===== src/rtl/skid_buffer_pkg.sv =====
// Shared types and constants for the skid buffer elastic stage.
package skid_buffer_pkg;

    localparam int CNT_W = 16;

    typedef enum logic [1:0] {
        EMPTY = 2'd0,
        BUSY  = 2'd1,
        FULL  = 2'd2
    } state_e;

endpackage


===== src/rtl/skid_buffer.sv =====
// Two-entry elastic stage (main + skid register) with fully registered handshake outputs.
// Optional output-transfer counter on o_count when SKID_BUFFER_CNT_EN is defined.
module skid_buffer
    import skid_buffer_pkg::*;
#(
    parameter int DATA_W = 8
) (
    input  logic              aclk,
    input  logic              arstn,
    input  logic              i_valid,
    output logic              i_ready,
    input  logic [DATA_W-1:0] i_data,
    output logic              o_valid,
    input  logic              o_ready,
`ifdef SKID_BUFFER_CNT_EN
    output logic [DATA_W-1:0] o_data,
    output logic [CNT_W-1:0]  o_count
`else
    output logic [DATA_W-1:0] o_data
`endif
);

    state_e            state_q, state_d;
    logic [DATA_W-1:0] main_q, main_d;
    logic [DATA_W-1:0] skid_q, skid_d;
    logic              o_valid_q, o_valid_d;
    logic              i_ready_q, i_ready_d;
    logic              in_xfer;
    logic              out_xfer;

    assign in_xfer  = i_valid & i_ready_q;
    assign out_xfer = o_valid_q & o_ready;

    // Handshake flags are derived from the next state so they leave the flops in step with it.
    always_comb begin
        state_d = state_q;
        main_d  = main_q;
        skid_d  = skid_q;
        case (state_q)
            EMPTY: begin
                if (in_xfer) begin
                    state_d = BUSY;
                    main_d  = i_data;
                end
            end
            BUSY: begin
                if (in_xfer && out_xfer) begin
                    main_d = i_data;
                end else if (in_xfer) begin
                    state_d = FULL;
                    skid_d  = i_data;
                end else if (out_xfer) begin
                    state_d = EMPTY;
                end
            end
            FULL: begin
                if (out_xfer) begin
                    state_d = BUSY;
                    main_d  = skid_q;
                end
            end
            default: begin
                state_d = EMPTY;
            end
        endcase
        o_valid_d = (state_d != EMPTY);
        i_ready_d = (state_d != FULL);
    end

    always_ff @(posedge aclk or negedge arstn) begin
        if (!arstn) begin
            state_q   <= EMPTY;
            main_q    <= '0;
            skid_q    <= '0;
            o_valid_q <= 1'b0;
            i_ready_q <= 1'b0;
        end else begin
            state_q   <= state_d;
            main_q    <= main_d;
            skid_q    <= skid_d;
            o_valid_q <= o_valid_d;
            i_ready_q <= i_ready_d;
        end
    end

    assign i_ready = i_ready_q;
    assign o_valid = o_valid_q;
    assign o_data  = main_q;

`ifdef SKID_BUFFER_CNT_EN
    logic [CNT_W-1:0] count_q, count_d;

    always_comb begin
        count_d = out_xfer ? count_q + CNT_W'(1) : count_q;
    end

    always_ff @(posedge aclk or negedge arstn) begin
        if (!arstn) begin
            count_q <= '0;
        end else begin
            count_q <= count_d;
        end
    end

    assign o_count = count_q;
`endif

endmodule


===== config.mk =====
export PLATFORM = sky130hd
export DESIGN_NAME = skid_buffer
export DESIGN_NICKNAME = d
export VERILOG_FILES = /design/src/rtl/skid_buffer_pkg.sv /design/src/rtl/skid_buffer.sv
export SDC_FILE = /design/constraint.sdc
export NUM_CORES = 1
export LEC_CHECK = 0
export ABC_AREA = 1
export BUFFER_PORTS_ARGS = -buffer_cell sky130_fd_sc_hd__buf_4
export CORE_MARGIN = 5
export CORE_UTILIZATION = 51
export DETAILED_ROUTE_END_ITERATION = 10
export GPL_ROUTABILITY_DRIVEN = 1
export PLACE_DENSITY = 0.73
export REMOVE_ABC_BUFFERS = 1
export SLEW_MARGIN = 20
export SYNTH_ARGS = -nofsm -noshare
export SYNTH_HDL_FRONTEND = slang
export SYNTH_SLANG_ARGS = --single-unit

===== constraint.sdc =====
create_clock -name aclk -period 1.6 [get_ports aclk]
set_clock_uncertainty 0.05 [all_clocks]
set_input_delay 0.08 -clock aclk [delete_from_list [all_inputs] [get_ports aclk]]
set_output_delay 0.08 -clock aclk [all_outputs]
set_load 0.005 [all_outputs]

Word-level counts from Yosys, hierarchy flattened

Index checks and enable logic that the tools add are counted.

Memory bits (read-only): 0
Memory bits (writable): 0
Memories kept: 0
Output and inout port bits: 10
Word-level logic and storage cells: 30
Input bits: 12
Latch bits: 0
Register bits: 20

Shift operators: 0
Reductions and logical operators: 6
$mul: 0
Mux-type cells: 10
Div/mod/pow operators: 0
Magnitude comparators: 0
Bitwise logic cells: 3
Equality and inequality tests: 6
Add/subtract/negate cells: 0

Operators with widths:

| kind                                           | count |
|---|---|
| 2-to-1 mux 8 bit                               | 3 |
| case mux 8 bit (3 select lines)                | 1 |
| 2-to-1 mux 2 bit                               | 5 |
| != test 2 bit (second input constant)          | 4 |
| case mux 2 bit (3 select lines)                | 1 |
| AND reduction 4 bit                            | 1 |
| AND reduction 3 bit                            | 1 |
| nonzero test 3 bit                             | 1 |
| bitwise AND 1 bit                              | 2 |
| == test 2 x 1 -> 1 bit (second input constant) | 1 |
| == test 2 bit (second input constant)          | 1 |
| logical NOT 2 bit                              | 1 |
| nonzero test 2 bit                             | 1 |
| logical AND 1 bit                              | 1 |
| NOT 1 bit                                      | 1 |

Logic depth before layout (Yosys ltp)

Gate-level depths: netlist of run 1.

Depth in word-level cells: 6
Depth in mapped cells: 6
Gate-level depth less buffers: 6

Least setup slack after synthesis of run 1

No wires, ideal clock.

Path type: register -> register
From: reg state_q[1]
To: reg main_q[0], in the netlist o_data[0]
Slack: 0.475 ns
Clock period less this slack: 1.125 ns
Arrival: 0.958 ns
Data required time: 1.434 ns
Library setup time: 0.116 ns
Path buffers: 1
Stages on the path, launching flop included: 6
Cells stage by stage: dfrtp_1 > buf_4 > o21ai_2 > nand3_2 > nand2_1 > nand2_1

Longest elaborated chain between the ends: 3
Elaborated cells on any way between the ends: 9
Those cells by class: 5 x eq/ne; 1 x mux; 3 x reduce/logical

RTL lines:

| element                                                              | line              | source |
|---|---|---|
| start: declaration                                                   | skid_buffer.sv:23 | `state_e state_q, state_d;` |
| start signal: assignment                                             | skid_buffer.sv:78 | `state_q <= state_d;` |
| == test 2 x 1 -> 1 bit, or another cell as far along                 | skid_buffer.sv:39 | `case (state_q)` |
| != test 2 bit (no line) / nonzero test 3 bit (equally long branches) | n/a               |  |
| AND reduction 4 bit (no line)                                        | n/a               |  |
| end signal: assignment                                               | skid_buffer.sv:79 | `main_q <= main_d;` |
| end: declaration                                                     | skid_buffer.sv:24 | `logic [DATA_W-1:0] main_q, main_d;` |

Several ways; a longest one is shown, not always the timed one.
A chain may end at the register's enable or synchronous reset.

Worst setup path in the final report of run 1

From: reg state_q[1]
To: reg main_q[6], in the netlist o_data[6]

The elaborated chain is that of the path after synthesis.

==> results of run 1 <==
-- power by group --
| part | switching, mW | internal, mW | leakage (nW) |
|---|---|---|---|
| registers | 0.180 | 0.748 | 0.245 |
| logic | 0.588 | 0.427 | 0.435 |
| clock network | 0.152 | 0.139 | 0.0210 |
| total | 0.920 | 1.31 | 0.701 |
-- flip-flops by register name, indices dropped and copies added (netlist names) --
register	count
state_q	2
i_ready	1
skid_q	8
o_valid	1
o_data	8
-- layer usage --
| layer | track usage (%) | share of wire (%) | vias up | wire (um) |
|---|---|---|---|---|
| li1 | - | - | 443 | - |
| met1 | 23.57 | 51 | 371 | 1042 |
| met2 | 22.93 | 43 | 18 | 891 |
| met3 | 2.817 | 4.1 | 4 | 85 |
| met4 | 8.085 | 1.8 | 0 | 38 |
| met5 | 0 | 0 | - | 0 |
-- metrics by stage --
step	hold WS, ns	setup slack (ns)	util [%]
floorplan	-0.2656	0.3807	-
global placement	-0.08130	0.3186	64.52
detailed placement	-0.07918	0.2456	64.52
CTS	0.1228	0.2170	71.76
global route	0.1401	0.09797	71.76
finish	0.1270	0.2216	71.76
-- cells by family after synthesis --
family	count (synthesis)
and+or+nand+nor	90
DFF	20
AOI/OAI and AO/OA	2
buffers and inverters	8
-- worst paths after layout --
kind / startpoint / end / cells past startpoint
max: state_q[1]$_DFF_PN0_ / o_data[6]$_DFFE_PN0P_ / 6
min in group aclk: o_ready / o_valid$_DFF_PN0_ / 4
max in group asynchronous: arstn / skid_q[2]$_DFFE_PN0P_ / 2
min: arstn / o_data[7]$_DFFE_PN0P_ / 2
min reg2reg: skid_q[4]$_DFFE_PN0P_ / skid_q[4]$_DFFE_PN0P_ / 2
max reg2reg: state_q[1]$_DFF_PN0_ / o_data[6]$_DFFE_PN0P_ / 6
-- repair_timing --
item / 4_1_cts / 5_1_grt
hold buffers: 9 / 0
setup endpoints to repair: 0 / 0
buffers inserted: 0 / 0
hold endpoints to repair: 28 / 0
-- layout by cell type, fill, tap and decap left out --
cell type / instances
a21oi_1: 1
inv_1: 4
nand2_1: 63
buf_4: 22
nor2_4: 1
clkbuf_4: 3
o21ai_2: 1
nor2_2: 3
nand3_1: 16
clkbuf_8: 1
nor2_1: 2
inv_2: 3
nand3_2: 1
dlygate4sd3_1: 9
nand2_2: 4
dfrtp_1: 20
-- synth_stat cells --
| master | number |
|---|---|
| nand2_1 | 63 |
| dfrtp_1 | 20 |
| nand3_1 | 16 |
| inv_1 | 4 |
| nand2_2 | 4 |
| inv_2 | 3 |
| nor2_2 | 3 |
| nor2_1 | 2 |
| a21oi_1 | 1 |
| buf_4 | 1 |
| nand3_2 | 1 |
| nor2_4 | 1 |
| o21ai_2 | 1 |
-- layout make-up --
cell class                 instances  area, um^2  area share (%)
inverter                           7       26.28           2.098
timing repair buffer              31       255.2           20.38
sequential                        20       500.5           39.96
multi-input combinational         92       402.9           32.17
tap                               25       31.28           2.498
clock buffer                       4       36.28           2.897
-- worst reg2reg max path, delay by kind of cell (launching register included) --
kind / cells / cell delay [ns]
DFF: 1 / 0.65
buffers and inverters: 1 / 0.11
and+or+nand+nor: 5 / 0.51
==> results.py, run 1 <==
metrics = {
    "run_status": {
        "status": "finished clean",
    },
    "die": {
        "num_rows": 15,
        "core-area_um2": 1745,
        "die_h_um": 52.87,
        "die_w_um": 52.87,
        "dieArea_um2": 2795,
        "start_util_pct": 53.69,
        "pin_count": 22,
    },
    "route": {
        "ant_nets": 0,
        "wire_per_inst_um": 11.49,
        "avgViaCountPerCell": 4.670,
        "drt_iter0_drc": 16,
        "drc": 0,
        "finalWirelength_um": 2057,
        "dr.pass1.iters": 4,
        "via_count": 836,
    },
    "clock_network": {
        "cts_buffer_depth": 2,
        "clkLatencyLatePin_ns": 0.30,
        "cts_buffers": 3,
        "clock_sinks": 20,
        "post_cts_resized": 0,
        "cts_root_buf": "clkbuf_4",
        "cts_htree_levels": 1,
        "clkSlewWorstSetupHoldPaths_ns": 0.11,
        "cts_tree": "yes",
    },
    "timing": {
        "rsz0062_at_grt": "false",
        "report.final.hold_viol_count": 0,
        "fin_setup_tns_ns": 0,
        "finalSetupViolCount": 0,
        "tightestPinTransition_ns": 0.4782,
        "final-max-slew-violation-count": 0,
        "post-route-min-period_ns": 1.378,
        "slew-limit-headroom_pct": 68.12,
        "clock.fmax_mhz": 725.5,
        "period_share_pct": 86.15,
    },
    "worst_setup_path": {
        "cp_cell_sequence": "inv_1 -> nand2_2 -> nand2_2 -> nor2_4 -> nand2_1 -> nand2_1",
        "crit_family": "flip-flops",
        "crit_slowest_cell": "dfrtp_1",
        "required_ns": 1.79,
        "path_class": "reg -> reg",
        "slowest_delay_ns": 0.65,
        "worstPathArrival_ns": 1.57,
        "cp_max_fo": 14,
        "start_kind": "register",
        "r2r_slack_ns": 0.22,
        "path_buf_inv": 1,
        "critPathCaptureType": "register",
    },
    "synth": {
        "yosys_warnings": 0,
        "synth_top_family_by_area": "simple AND/OR/NAND/NOR gates",
        "avgSynthCellArea_um2": 7.810,
        "syn_inst": 120,
        "synth-seq-cells": 20,
        "yosys.area_share.simple_pct": 41.52,
        "synthAdderAreaFrac_pct": 0,
        "ys_types": 13,
        "synth_seq_area_share_pct": 53.40,
        "syn_area_um2": 937.1,
        "synth_xor_area_share_pct": 0,
        "synth_mux_area_share_pct": 0,
        "synthTopCellsByArea": "dfrtp_1 (53%), nand2_1 (25%), nand3_1 (8.5%), nand2_2 (2.7%), nor2_2 (2.0%)",
        "synth_compound_area_share_pct": 1.469,
        "synth_area_leader_cell": "dfrtp_1",
        "synthDominantCellAreaShare_pct": 53.40,
    },
    "global_routing": {
        "grt_pass1_wl_um": 3353,
        "antenna_found_initial": 0,
        "overflow": 0,
        "grt_pass1_vias": 768,
        "grtUsageTotal_pct": 16.23,
        "grt_start_max_net_pins": 21,
    },
    "placed_design": {
        "dp.cells": 166,
        "dpl-instance-area_um2": 1126,
        "numPortBuffers": 21,
        "dp.final_hpwl_um": 1452,
        "gp_congestion": 0.7840,
    },
    "finish": {
        "syn2layout_area_growth_pct": 33.64,
        "design_area_um2": 1252,
        "drive_gt1_share_pct": 25.32,
        "diodes": 0,
        "fin_cells": 179,
        "nets": 167,
        "fill_cells": 147,
    },
    "pwr": {
        "p_per_area_nw_per_um2": 1783,
        "p_total_mw": 2.233,
        "peakVddDrop_mv": 1.066,
        "p_leak_nw": 0.7013,
    },
    "job": {
        "cap_violations": 0,
    },
    "worst_hold_path": {
        "hold_path_class": "in -> async",
    },
}
Note: power is estimated with default switching activity, not from simulation.
==> run 2, diff against run 1 <==
Settings changed: CAP_MARGIN set to 20, CORE_UTILIZATION 51 to 40.
==> results.py, run 2 (synthesized netlist as in run 1, its figures left out) <==
metrics = {
    "global_routing": {
        "overflow": 0,
        "antenna_found_initial": 0,
        "grt_pass1_vias": 796,
        "grt_pass1_wl_um": 3394,
        "grt_start_max_net_pins": 21,
        "grtUsageTotal_pct": 12.87,
    },
    "placed_design": {
        "numPortBuffers": 21,
        "gp_congestion": 0.7865,
        "dp.final_hpwl_um": 1479,
        "place_ws_ns": 0.2722,
        "dpl-instance-area_um2": 1130,
    },
    "clock_network": {
        "cts_buffer_depth": 2,
        "cts_root_buf": "clkbuf_4",
        "cts_htree_levels": 1,
        "post_cts_resized": 0,
        "clkSlewWorstSetupHoldPaths_ns": 0.11,
        "clock_sinks": 20,
        "cts_tree": "yes",
        "cts_buffers": 3,
        "clkLatencyLatePin_ns": 0.31,
    },
    "route": {
        "avgViaCountPerCell": 4.659,
        "ant_nets": 0,
        "drt_iter0_drc": 27,
        "drc": 0,
        "finalWirelength_um": 1978,
        "wire_per_inst_um": 10.87,
        "dr.pass1.iters": 4,
        "via_count": 848,
    },
    "timing": {
        "fin_setup_tns_ns": 0,
        "final-max-slew-violation-count": 0,
        "post-route-min-period_ns": 1.348,
        "clock.fmax_mhz": 741.7,
        "tightestPinTransition_ns": 0.4570,
        "report.final.hold_viol_count": 0,
        "finalSetupViolCount": 0,
        "period_share_pct": 84.27,
        "slew-limit-headroom_pct": 69.53,
        "fin_ws_ns": 0.2518,
        "rsz0062_at_grt": "false",
        "timing.hold.ws_ns": 0.1184,
    },
    "finish": {
        "nets": 167,
        "final_common_cell": "nand2_1",
        "design_area_um2": 1256,
        "diodes": 0,
        "drive_gt1_share_pct": 25.32,
        "multi_input_area_um2": 402.9,
        "syn2layout_area_growth_pct": 34.04,
        "final-seq-area_um2": 500.5,
        "fill_cells": 214,
        "layout_common_cells": "nand2_1 (63), buf_4 (22), dfrtp_1 (20)",
    },
    "die": {
        "start_util_pct": 41.96,
        "die_w_um": 58.41,
        "core-area_um2": 2233,
        "pin_count": 22,
        "num_rows": 17,
        "die_h_um": 58.41,
        "dieArea_um2": 3411,
    },
    "worst_setup_path": {
        "path_class": "reg -> reg",
        "reg2reg_from": "state_q[1]$_DFF_PN0_",
        "critPathCaptureType": "register",
        "worstPathArrival_ns": 1.51,
        "r2r_slack_ns": 0.25,
        "crit_slowest_cell": "dfrtp_1",
        "required_ns": 1.76,
        "worstReg2RegEnd": "i_ready$_DFF_PN0_",
        "cpMostUsedCell": "nor2_2",
        "reg2reg_depth": 5,
        "start_kind": "register",
        "slowest_delay_ns": 0.64,
        "cp_max_fo": 14,
        "cp_cell_sequence": "nor2_1 -> nor2_2 -> nand2_1 -> nor2_2 -> inv_2",
    },
    "job": {
        "cap_violations": 0,
    },
    "pwr": {
        "p_int_mw": 1.314,
        "p_seq_share_pct": 41.5,
        "power_frac_clock_pct": 13.4,
        "combPwrFrac_pct": 45.1,
        "peakVddDrop_mv": 0.9583,
        "p_total_mw": 2.240,
        "p_sw_uw": 925.5,
        "p_per_area_nw_per_um2": 1783,
        "swShare_pct": 41.32,
        "p_leak_nw": 0.7013,
    },
    "run_status": {
        "status": "finished clean",
    },
    "worst_hold_path": {
        "hold_path_class": "in -> async",
    },
}
-- run 2: cell counts in the layout (fill, tap and decap cells not counted) --
Identical to the previous run, type by type.
-- run 2: cell type report --
type / count / share of cell area (%)
clock buffer: 4 / 2.888
inverter: 7 / 2.092
multi-input combinational: 92 / 32.07
sequential: 20 / 39.84
tap: 28 / 2.789
timing repair buffer: 31 / 20.32
-- run 2: power groups by stage --
stage,logic [mW],clock network (mW),registers (mW)
global route,1.15,0.318,0.970
global placement,0.980,0,0.930
detailed placement,1.00,0,0.941
finish,1.01,0.299,0.930
CTS,1.02,0.306,0.930
floorplan,0.633,0,0.918
-- run 2: worst max-delay path, delay by kind of cell, from the launching register on --
family | cells | cell delay [ns]
AND/OR/NAND/NOR | 4 | 0.53
buffers and inverters | 1 | 0.03
flip-flops | 1 | 0.64
-- run 2: how the worst max path moves through the flow --
| stage | from | endpoint | slack, ns |
|---|---|---|---|
| after CTS | state_q[1]$_DFF_PN0_ | i_ready$_DFF_PN0_ | 0.25 |
| after floorplan | state_q[1]$_DFF_PN0_ | skid_q[0]$_DFFE_PN0P_ | 0.38 |
| after global routing | state_q[1]$_DFF_PN0_ | o_data[2]$_DFFE_PN0P_ | 0.1 |
| after detailed placement | state_q[1]$_DFF_PN0_ | i_ready$_DFF_PN0_ | 0.27 |
| final | state_q[1]$_DFF_PN0_ | i_ready$_DFF_PN0_ | 0.25 |
| after global placement | state_q[1]$_DFF_PN0_ | o_data[2]$_DFFE_PN0P_ | 0.31 |
-- run 2: per-layer routing --
layer / wire [um] / GRT usage (%) / vias up
met3: 110 / 1.974 / 5
met2: 977 / 20.89 / 23
met1: 846 / 16.37 / 378
li1: - / - / 442
met5: 0 / 0 / -
met4: 44 / 6.954 / 0
-- run 2: timing repair --
action / in CTS / in global routing
setup buffers: 0 / 0
hold buffers: 9 / 0
endpoints found under the hold margin: 28 / 0
-- run 2: through the flow --
step | std cells | util [%]
global route | 182 | 56.25
floorplan | 119 | -
detailed placement | 169 | 50.59
CTS | 182 | 56.25
finish | 182 | 56.25
global placement | 169 | 50.59
